==> config.mk <==
export PLATFORM = sky130hd
export DESIGN_NAME = fpmul_param
export DESIGN_NICKNAME = d
export VERILOG_FILES = /design/src/rtl/fpmul_param.sv
export SDC_FILE = /design/constraint.sdc
export NUM_CORES = 1
export LEC_CHECK = 0
export ABC_AREA = 1
export CAP_MARGIN = 20
export CORE_MARGIN = 2
export CORE_UTILIZATION = 30
export CTS_CLUSTER_SIZE = 10
export DETAILED_ROUTE_END_ITERATION = 7
export RECOVER_POWER = 100
export SYNTH_ARGS = -nofsm -noshare
export SYNTH_HDL_FRONTEND = slang
export SYNTH_SLANG_ARGS = --single-unit
==> constraint.sdc <==
create_clock -name Clk -period 8.1 [get_ports Clk]
set_input_delay 1.62 -clock Clk [delete_from_list [all_inputs] [get_ports Clk]]
set_output_delay 1.62 -clock Clk [all_outputs]
set_load 0.02 [all_outputs]
==> src/rtl/fpmul_param.sv <==
// Parametrised multi-cycle floating-point multiplier: radix-2 shift-add mantissa
// product, four rounding modes, flush-to-zero underflow and a Start/Done handshake.
module fpmul_param #(
  parameter int EW = 8,
  parameter int MW = 23
) (
  input  logic           Clk,
  input  logic           Rst,
  input  logic           Start,
  input  logic [1:0]     RM,
  input  logic [EW+MW:0] A,
  input  logic [EW+MW:0] B,
  output logic           Busy,
  output logic           Done,
  output logic [EW+MW:0] P,
  output logic           UF,
  output logic           OF,
  output logic           NaNF,
  output logic           InfF,
  output logic           DNF,
  output logic           ZF
);
  localparam int W  = 1 + EW + MW;
  localparam int N  = MW + 1;
  localparam int XW = EW + 2;
  localparam int CW = $clog2(N + 1);
  localparam logic signed [XW-1:0] BIAS   = XW'((1 << (EW - 1)) - 1);
  localparam logic signed [XW-1:0] EMAX   = XW'((1 << EW) - 1);
  localparam logic signed [XW-1:0] ZERO_E = '0;
  localparam logic signed [XW-1:0] ONE_E  = XW'(1);

  typedef enum logic [2:0] {S_IDLE, S_CHECK, S_MULT, S_NORM, S_ROUND, S_DONE} state_t;
  typedef enum logic [1:0] {RM_RNE = 2'b00, RM_RTZ = 2'b01, RM_RUP = 2'b10, RM_RDN = 2'b11} rm_t;
  typedef struct packed {
    logic uf;
    logic of;
    logic nanf;
    logic inff;
    logic dnf;
    logic zf;
  } flags_t;

  state_t                 state, state_nx;
  logic [W-1:0]           a_q, b_q, p_q;
  rm_t                    rm_q;
  logic                   sign_q, guard_q, sticky_q, chk_wait_q;
  logic signed [XW-1:0]   exp_q;
  logic [N-1:0]           mcand_q, acc_hi_q, acc_lo_q;
  logic [MW-1:0]          frac_q;
  logic [CW-1:0]          cnt_q;
  flags_t                 flags_q;

  logic                   sa, sb, sign_ab;
  logic [EW-1:0]          ea, eb;
  logic [MW-1:0]          fa, fb;
  logic                   a_den, b_den, a_zero, b_zero, a_inf, b_inf, a_nan, b_nan;
  logic                   is_nan, is_inf, is_zero, is_special;
  logic [W-1:0]           spec_p, round_p;
  flags_t                 spec_flags, round_flags;
  logic signed [XW-1:0]   exp_init, norm_exp, round_exp;
  logic [N:0]             mult_sum;
  logic [2*N-1:0]         prod;
  logic [MW-1:0]          norm_frac, round_frac;
  logic                   norm_guard, norm_sticky, round_inc, round_carry, to_inf;

  assign sa = a_q[W-1];
  assign sb = b_q[W-1];
  assign ea = a_q[W-2 -: EW];
  assign eb = b_q[W-2 -: EW];
  assign fa = a_q[MW-1:0];
  assign fb = b_q[MW-1:0];
  assign sign_ab = sa ^ sb;

  // Denormal operands are flushed: an all-zero exponent always reads as zero.
  assign a_den  = (ea == '0) && (fa != '0);
  assign b_den  = (eb == '0) && (fb != '0);
  assign a_zero = (ea == '0);
  assign b_zero = (eb == '0);
  assign a_inf  = (&ea) && (fa == '0);
  assign b_inf  = (&eb) && (fb == '0);
  assign a_nan  = (&ea) && (fa != '0);
  assign b_nan  = (&eb) && (fb != '0);

  assign is_nan     = a_nan | b_nan | (a_inf & b_zero) | (a_zero & b_inf);
  assign is_inf     = a_inf | b_inf;
  assign is_zero    = a_zero | b_zero;
  assign is_special = is_nan | is_inf | is_zero;

  always_comb begin
    // NOTE: every always_comb output gets a default first so no path can infer a latch.
    spec_p         = '0;
    spec_flags     = '0;
    spec_flags.dnf = a_den | b_den;
    if (is_nan) begin
      spec_p          = {1'b0, {EW{1'b1}}, 1'b1, {(MW-1){1'b0}}};
      spec_flags.nanf = 1'b1;
    end else if (is_inf) begin
      spec_p          = {sign_ab, {EW{1'b1}}, {MW{1'b0}}};
      spec_flags.inff = 1'b1;
    end else begin
      spec_p        = {sign_ab, {(EW+MW){1'b0}}};
      spec_flags.zf = 1'b1;
    end
  end

  assign exp_init = $signed({2'b00, ea}) + $signed({2'b00, eb}) - BIAS;
  assign mult_sum = {1'b0, acc_hi_q} + (acc_lo_q[0] ? {1'b0, mcand_q} : '0);
  assign prod     = {acc_hi_q, acc_lo_q};

  // A product in [2,4) is taken one bit higher; the hidden bit is implied afterwards.
  always_comb begin
    if (prod[2*N-1]) begin
      norm_frac   = prod[2*N-2 -: MW];
      norm_guard  = prod[N-1];
      norm_sticky = |prod[N-2:0];
      norm_exp    = exp_q + ONE_E;
    end else begin
      norm_frac   = prod[2*N-3 -: MW];
      norm_guard  = prod[N-2];
      norm_sticky = |prod[N-3:0];
      norm_exp    = exp_q;
    end
  end

  always_comb begin
    round_inc = 1'b0;
    case (rm_q)
      RM_RNE:  round_inc = guard_q & (sticky_q | frac_q[0]);
      RM_RUP:  round_inc = (guard_q | sticky_q) & ~sign_q;
      RM_RDN:  round_inc = (guard_q | sticky_q) & sign_q;
      default: round_inc = 1'b0;
    endcase
  end

  // An all-ones fraction that rounds up wraps to zero and bumps the exponent.
  assign round_carry = round_inc & (&frac_q);
  assign round_frac  = frac_q + {{(MW-1){1'b0}}, round_inc};
  assign round_exp   = exp_q + (round_carry ? ONE_E : ZERO_E);
  assign to_inf      = (rm_q == RM_RNE) || (rm_q == RM_RUP && !sign_q) ||
                       (rm_q == RM_RDN && sign_q);

  always_comb begin
    round_p     = {sign_q, round_exp[EW-1:0], round_frac};
    round_flags = '0;
    if (round_exp >= EMAX) begin
      round_flags.of = 1'b1;
      if (to_inf) begin
        round_p          = {sign_q, {EW{1'b1}}, {MW{1'b0}}};
        round_flags.inff = 1'b1;
      end else begin
        round_p = {sign_q, {(EW-1){1'b1}}, 1'b0, {MW{1'b1}}};
      end
    end else if (round_exp <= ZERO_E) begin
      round_flags.uf = 1'b1;
      round_flags.zf = 1'b1;
      round_p        = {sign_q, {(EW+MW){1'b0}}};
    end
  end

  always_comb begin
    state_nx = state;
    case (state)
      S_IDLE:  if (Start) state_nx = S_CHECK;
      S_CHECK: begin
        if (!is_special)     state_nx = S_MULT;
        else if (chk_wait_q) state_nx = S_DONE;
      end
      S_MULT:  if (cnt_q == CW'(1)) state_nx = S_NORM;
      S_NORM:  state_nx = S_ROUND;
      S_ROUND: state_nx = S_DONE;
      S_DONE:  state_nx = S_IDLE;
      default: state_nx = S_IDLE;
    endcase
  end

  always_ff @(posedge Clk or negedge Rst) begin
    // NOTE: sequential state uses non-blocking assignments so every register samples pre-edge values.
    if (!Rst) state <= S_IDLE;
    else      state <= state_nx;
  end

  always_ff @(posedge Clk or negedge Rst) begin
    if (!Rst) begin
      a_q        <= '0;
      b_q        <= '0;
      rm_q       <= RM_RNE;
      sign_q     <= 1'b0;
      exp_q      <= '0;
      mcand_q    <= '0;
      acc_hi_q   <= '0;
      acc_lo_q   <= '0;
      cnt_q      <= '0;
      frac_q     <= '0;
      guard_q    <= 1'b0;
      sticky_q   <= 1'b0;
      chk_wait_q <= 1'b0;
      p_q        <= '0;
      flags_q    <= '0;
    end else begin
      case (state)
        S_IDLE: if (Start) begin
          a_q        <= A;
          b_q        <= B;
          rm_q       <= rm_t'(RM);
          chk_wait_q <= 1'b0;
        end
        S_CHECK: begin
          // Special results spend a second cycle here, giving them a fixed 2-cycle latency.
          if (is_special) begin
            if (chk_wait_q) begin
              p_q        <= spec_p;
              flags_q    <= spec_flags;
              chk_wait_q <= 1'b0;
            end else begin
              chk_wait_q <= 1'b1;
            end
          end else begin
            sign_q   <= sign_ab;
            exp_q    <= exp_init;
            mcand_q  <= {1'b1, fa};
            acc_hi_q <= '0;
            acc_lo_q <= {1'b1, fb};
            cnt_q    <= CW'(N);
          end
        end
        S_MULT: begin
          acc_hi_q <= mult_sum[N:1];
          acc_lo_q <= {mult_sum[0], acc_lo_q[N-1:1]};
          cnt_q    <= cnt_q - CW'(1);
        end
        S_NORM: begin
          frac_q   <= norm_frac;
          guard_q  <= norm_guard;
          sticky_q <= norm_sticky;
          exp_q    <= norm_exp;
        end
        S_ROUND: begin
          p_q     <= round_p;
          flags_q <= round_flags;
        end
        default: ;
      endcase
    end
  end

  assign Busy = (state != S_IDLE);
  assign Done = (state == S_DONE);
  assign P    = p_q;
  assign UF   = flags_q.uf;
  assign OF   = flags_q.of;
  assign NaNF = flags_q.nanf;
  assign InfF = flags_q.inff;
  assign DNF  = flags_q.dnf;
  assign ZF   = flags_q.zf;
endmodule

==> summary.md <==
| Metric | Value |
|---|---|
| Failing checks | capacitance limit, slew limit |
| Initial DRC Count | 811 |
| Yosys cell types | 43 |
| Clock latency on the worst-skew pair | 540 ps |
| Post-synth top cells | nand2_1 (586), dfrtp_1 (221), inv_1 (186), o21ai_0 (165), nor2_1 (108) |
| Psw | 2.18 mW |
| Post-DP Area | 14,000 µm² |
| Synth Warn # | 0 |
| RSZ-0062 raised after global routing | false |
| Root buffer cell | clkbuf_16 |
| CTS Buf Count | 27 |
| Starting Density | 30.5% |
| DRC | 0 |
| Post-Synth Adder-Cell Area | 5.00% |
| Core area | 41,100 µm² |
| Mapped Area | 12,600 µm² |
| Drt wl/cell | 13.6 µm |
| Int Pwr | 2.96 mW |
| Combinational Power Share | 41.8% |
| Number of global-route vias before repair | 10,500 |
| Layout cells sized above 1 | 2.94% |
| WP data required | 8520 ps |
| CTS Hold Bufs | 0 |
| # nets final | 1,912 |
| Largest net degree at the start of global routing | 125 |
| Ant diodes | 0 |
| WL final | 31,800 µm |
| Rows | 74 |
| Pre-CTS WS | 4110 ps |
| Initial antenna violation count | 0 |
| Total Power | 5.14 mW |
| RD Place Congestion | 0.862 |
| Setup Fix Bufs, Post-CTS | 0 |
| Longest Clk Path Bufs | 3 |
| Largest family of logic cells by synthesized area | simple AND/OR/NAND/NOR gates |
| Vias | 10,900 |
| Crit path max fanout | 65 |
| Total gr overflow | 0 |
| Post-route cell area | 14,700 µm² |
| Sequential power share | 37.1% |
| Setup_tns | 0 ps |
| Cells along the critical path | nor2_1 -> nand3_1 -> nor2_1 -> nand3_1 -> nor2_1 -> nor2_1 -> inv_1 -> nor2_1 -> nand3_2 -> clkbuf_1 -> nand2_1 -> o21ai_0 |
| Most common cell on crit path | nor2_1 |
| Outcome | finished with violations |
| HPWL Detailed | 23,800 µm |
| Seq cells post-synth | 221 |
| H-Tree Level Count | 1 |
| Worst Setup End Kind | flop |
| Die H | 209 µm |
| Slowest-stage cell, CP | clkbuf_1 |
| Startpoint types | flop |
| Global-route wire length before repair | 53,500 µm |
| Post-Synth Simple-Gate Area | 27.4% |
| Worst EP arrival | 5260 ps |
| Via density per instance | 4.68 |
| Worst-path clk slew | 50 ps |
| Max stage delay on crit path | 1810 ps |
| Clock skew | 14.4 ps |
| Sw Share | 42.4% |
| Tcrit/Tclk final | 59.7% |
| Die area | 43,500 µm² |
| Antenna-violating nets left | 0 |
| Area grow syn2layout | 17.4% |
| Setup CP Type | reg -> reg |
| Mean post-synth cell area | 7.33 µm² |
| I/O pin cnt | 109 |
| Detailed Routing Iterations Pass 1 | 5 |
| Final hold vios | 0 |
| Clk network pwr share | 21.1% |
| Largest cells by area after synthesis | dfrtp_1 (44%), nand2_1 (18%), o21ai_0 (6.6%) |
| Final Setup Violations | 0 |
| XOR/XNOR Fraction of Synth Area | 1.40% |
| Cts repair resizes | 0 |
| Fmax | 0.207 GHz |
| Most numerous cell in the Yosys netlist | nand2_1 |
| Worst slew pin tran | 3060 ps |
| Seq/Total Area, Yosys | 44.0% |
| Slew Limit Fails | 236 |
| Max Cap Viol | 5 |
| Min-Delay Path Class | reg -> reg |
| Post-Syn Instances | 1,712 |
| Leading area contributor after synthesis | dfrtp_1 |
| Asr flop ratio synth | 100% |
| Post-synthesis compound-gate area fraction | 13.6% |
| Period minus WS final | 4840 ps |
| # port buffers | 108 |
| Max IR drop VDD | 0.000154 V |
| Placed instance count | 2,296 |
| Gr usage total | 14.7% |
| Final worst-path setup slack | 3260 ps |
| Die Span X | 209 µm |
| CTS tree | built |
| Worst slew margin | -104% |
| Post-synth top flop | dfrtp_1 |
| Yosys top cell area share | 44.0% |
| Number of flops mapped to enable cells by yosys | 0 |
| Syn Nets | 1,830 |
| Multiplexer share of the synthesized area | 0% |
| Leak | 7.26 nW |
| Final Non-Filler Cells | 2,333 |
| Sink Count | 221 |
| Power Dens Cells | 349 nW/µm² |
-- layout make-up --
cell class / count / area (µm²)
Clock buffer: 31 / 711
Clock inverter: 5 / 53.8
Fill cell: 4411 / 26400
Inverter: 192 / 721
Multi-Input combinational cell: 1235 / 5920
Sequential cell: 221 / 5530
Tap cell: 532 / 666
Timing Repair Buffer: 117 / 1130
-- flip-flops by register name, indices dropped and copies added, names as in the netlist, 10 cells and up --
register / cells
acc_lo_q: 24
P: 32
mcand_q: 24
frac_q: 23
b_q: 32
exp_q: 10
a_q: 32
acc_hi_q: 24
-- through the flow --
stage	hold slack, ps	utilization, %
CTS	472	36.0
global route	487	35.8
floorplan	434	-
global placement	449	34.1
detailed placement	456	34.1
finish	461	35.8
-- kinds of logic (layout without fill, tap and decap cells) --
family | Yosys count | in the layout
and+or+nand+nor | 844 | 844
AOI/OAI and AO/OA | 322 | 322
buffers and inverters | 256 | 345
DFF | 221 | 221
adders and majority gates | 49 | 49
xor gates and xnor gates | 20 | 20
-- power groups by stage --
| stage | Combinational (mW) | Sequential (mW) | Clock, mW |
|---|---|---|---|
| 6_report | 2.15 | 1.91 | 1.08 |
| 5_1_grt | 2.50 | 1.98 | 1.16 |
| 4_1_cts | 2.24 | 1.91 | 1.12 |
| 3_5_place_dp | 2.23 | 1.93 | 0 |
| 3_3_place_gp | 2.20 | 1.92 | 0 |
| 2_1_floorplan | 1.63 | 1.89 | 0 |
-- cells in the final DEF, fill, tap and decap left out, drive strengths merged, types with 21 or more instances in the layout --
cell           count
nand2            592
o21ai            226
dfrtp            221
inv              191
nor2             112
nand3             84
clkdlybuf4s50     66
a21oi             55
ha                47
dlygate4sd3       41
clkbuf            36
nand4             22
nor3              21
-- worst max-delay path, delay by kind of cell (launching register included) --
family	cells	cell delay, ps
flip-flops	1	380
buffers and inverters	2	1880
AO/OA/AOI/OAI	1	430
AND/OR/NAND/NOR	9	2030
-- metal layers --
metal  global-route usage [%]  vias to the layer above  share of wire, %
met4                     3.92                        0               2.4
met1                     21.2                     4981                50
met3                     1.95                       46               4.4
met2                     23.3                      196                43
li1                         -                     5688                 -
met5                        0                        -                 0
-- worst paths after layout --
path,to,slack (ps),start,cells after the start
min,P[12],460,P[12],2
max,exp_q[6],3260,a_q[0],12
max in group asynchronous,P[5],3420,Rst,2
min in group asynchronous,a_q[2],1140,Rst,1
min reg2reg,P[12],460,P[12],2
max reg2reg,exp_q[6],3260,a_q[0],12
Power figures use the tool's default switching activity.
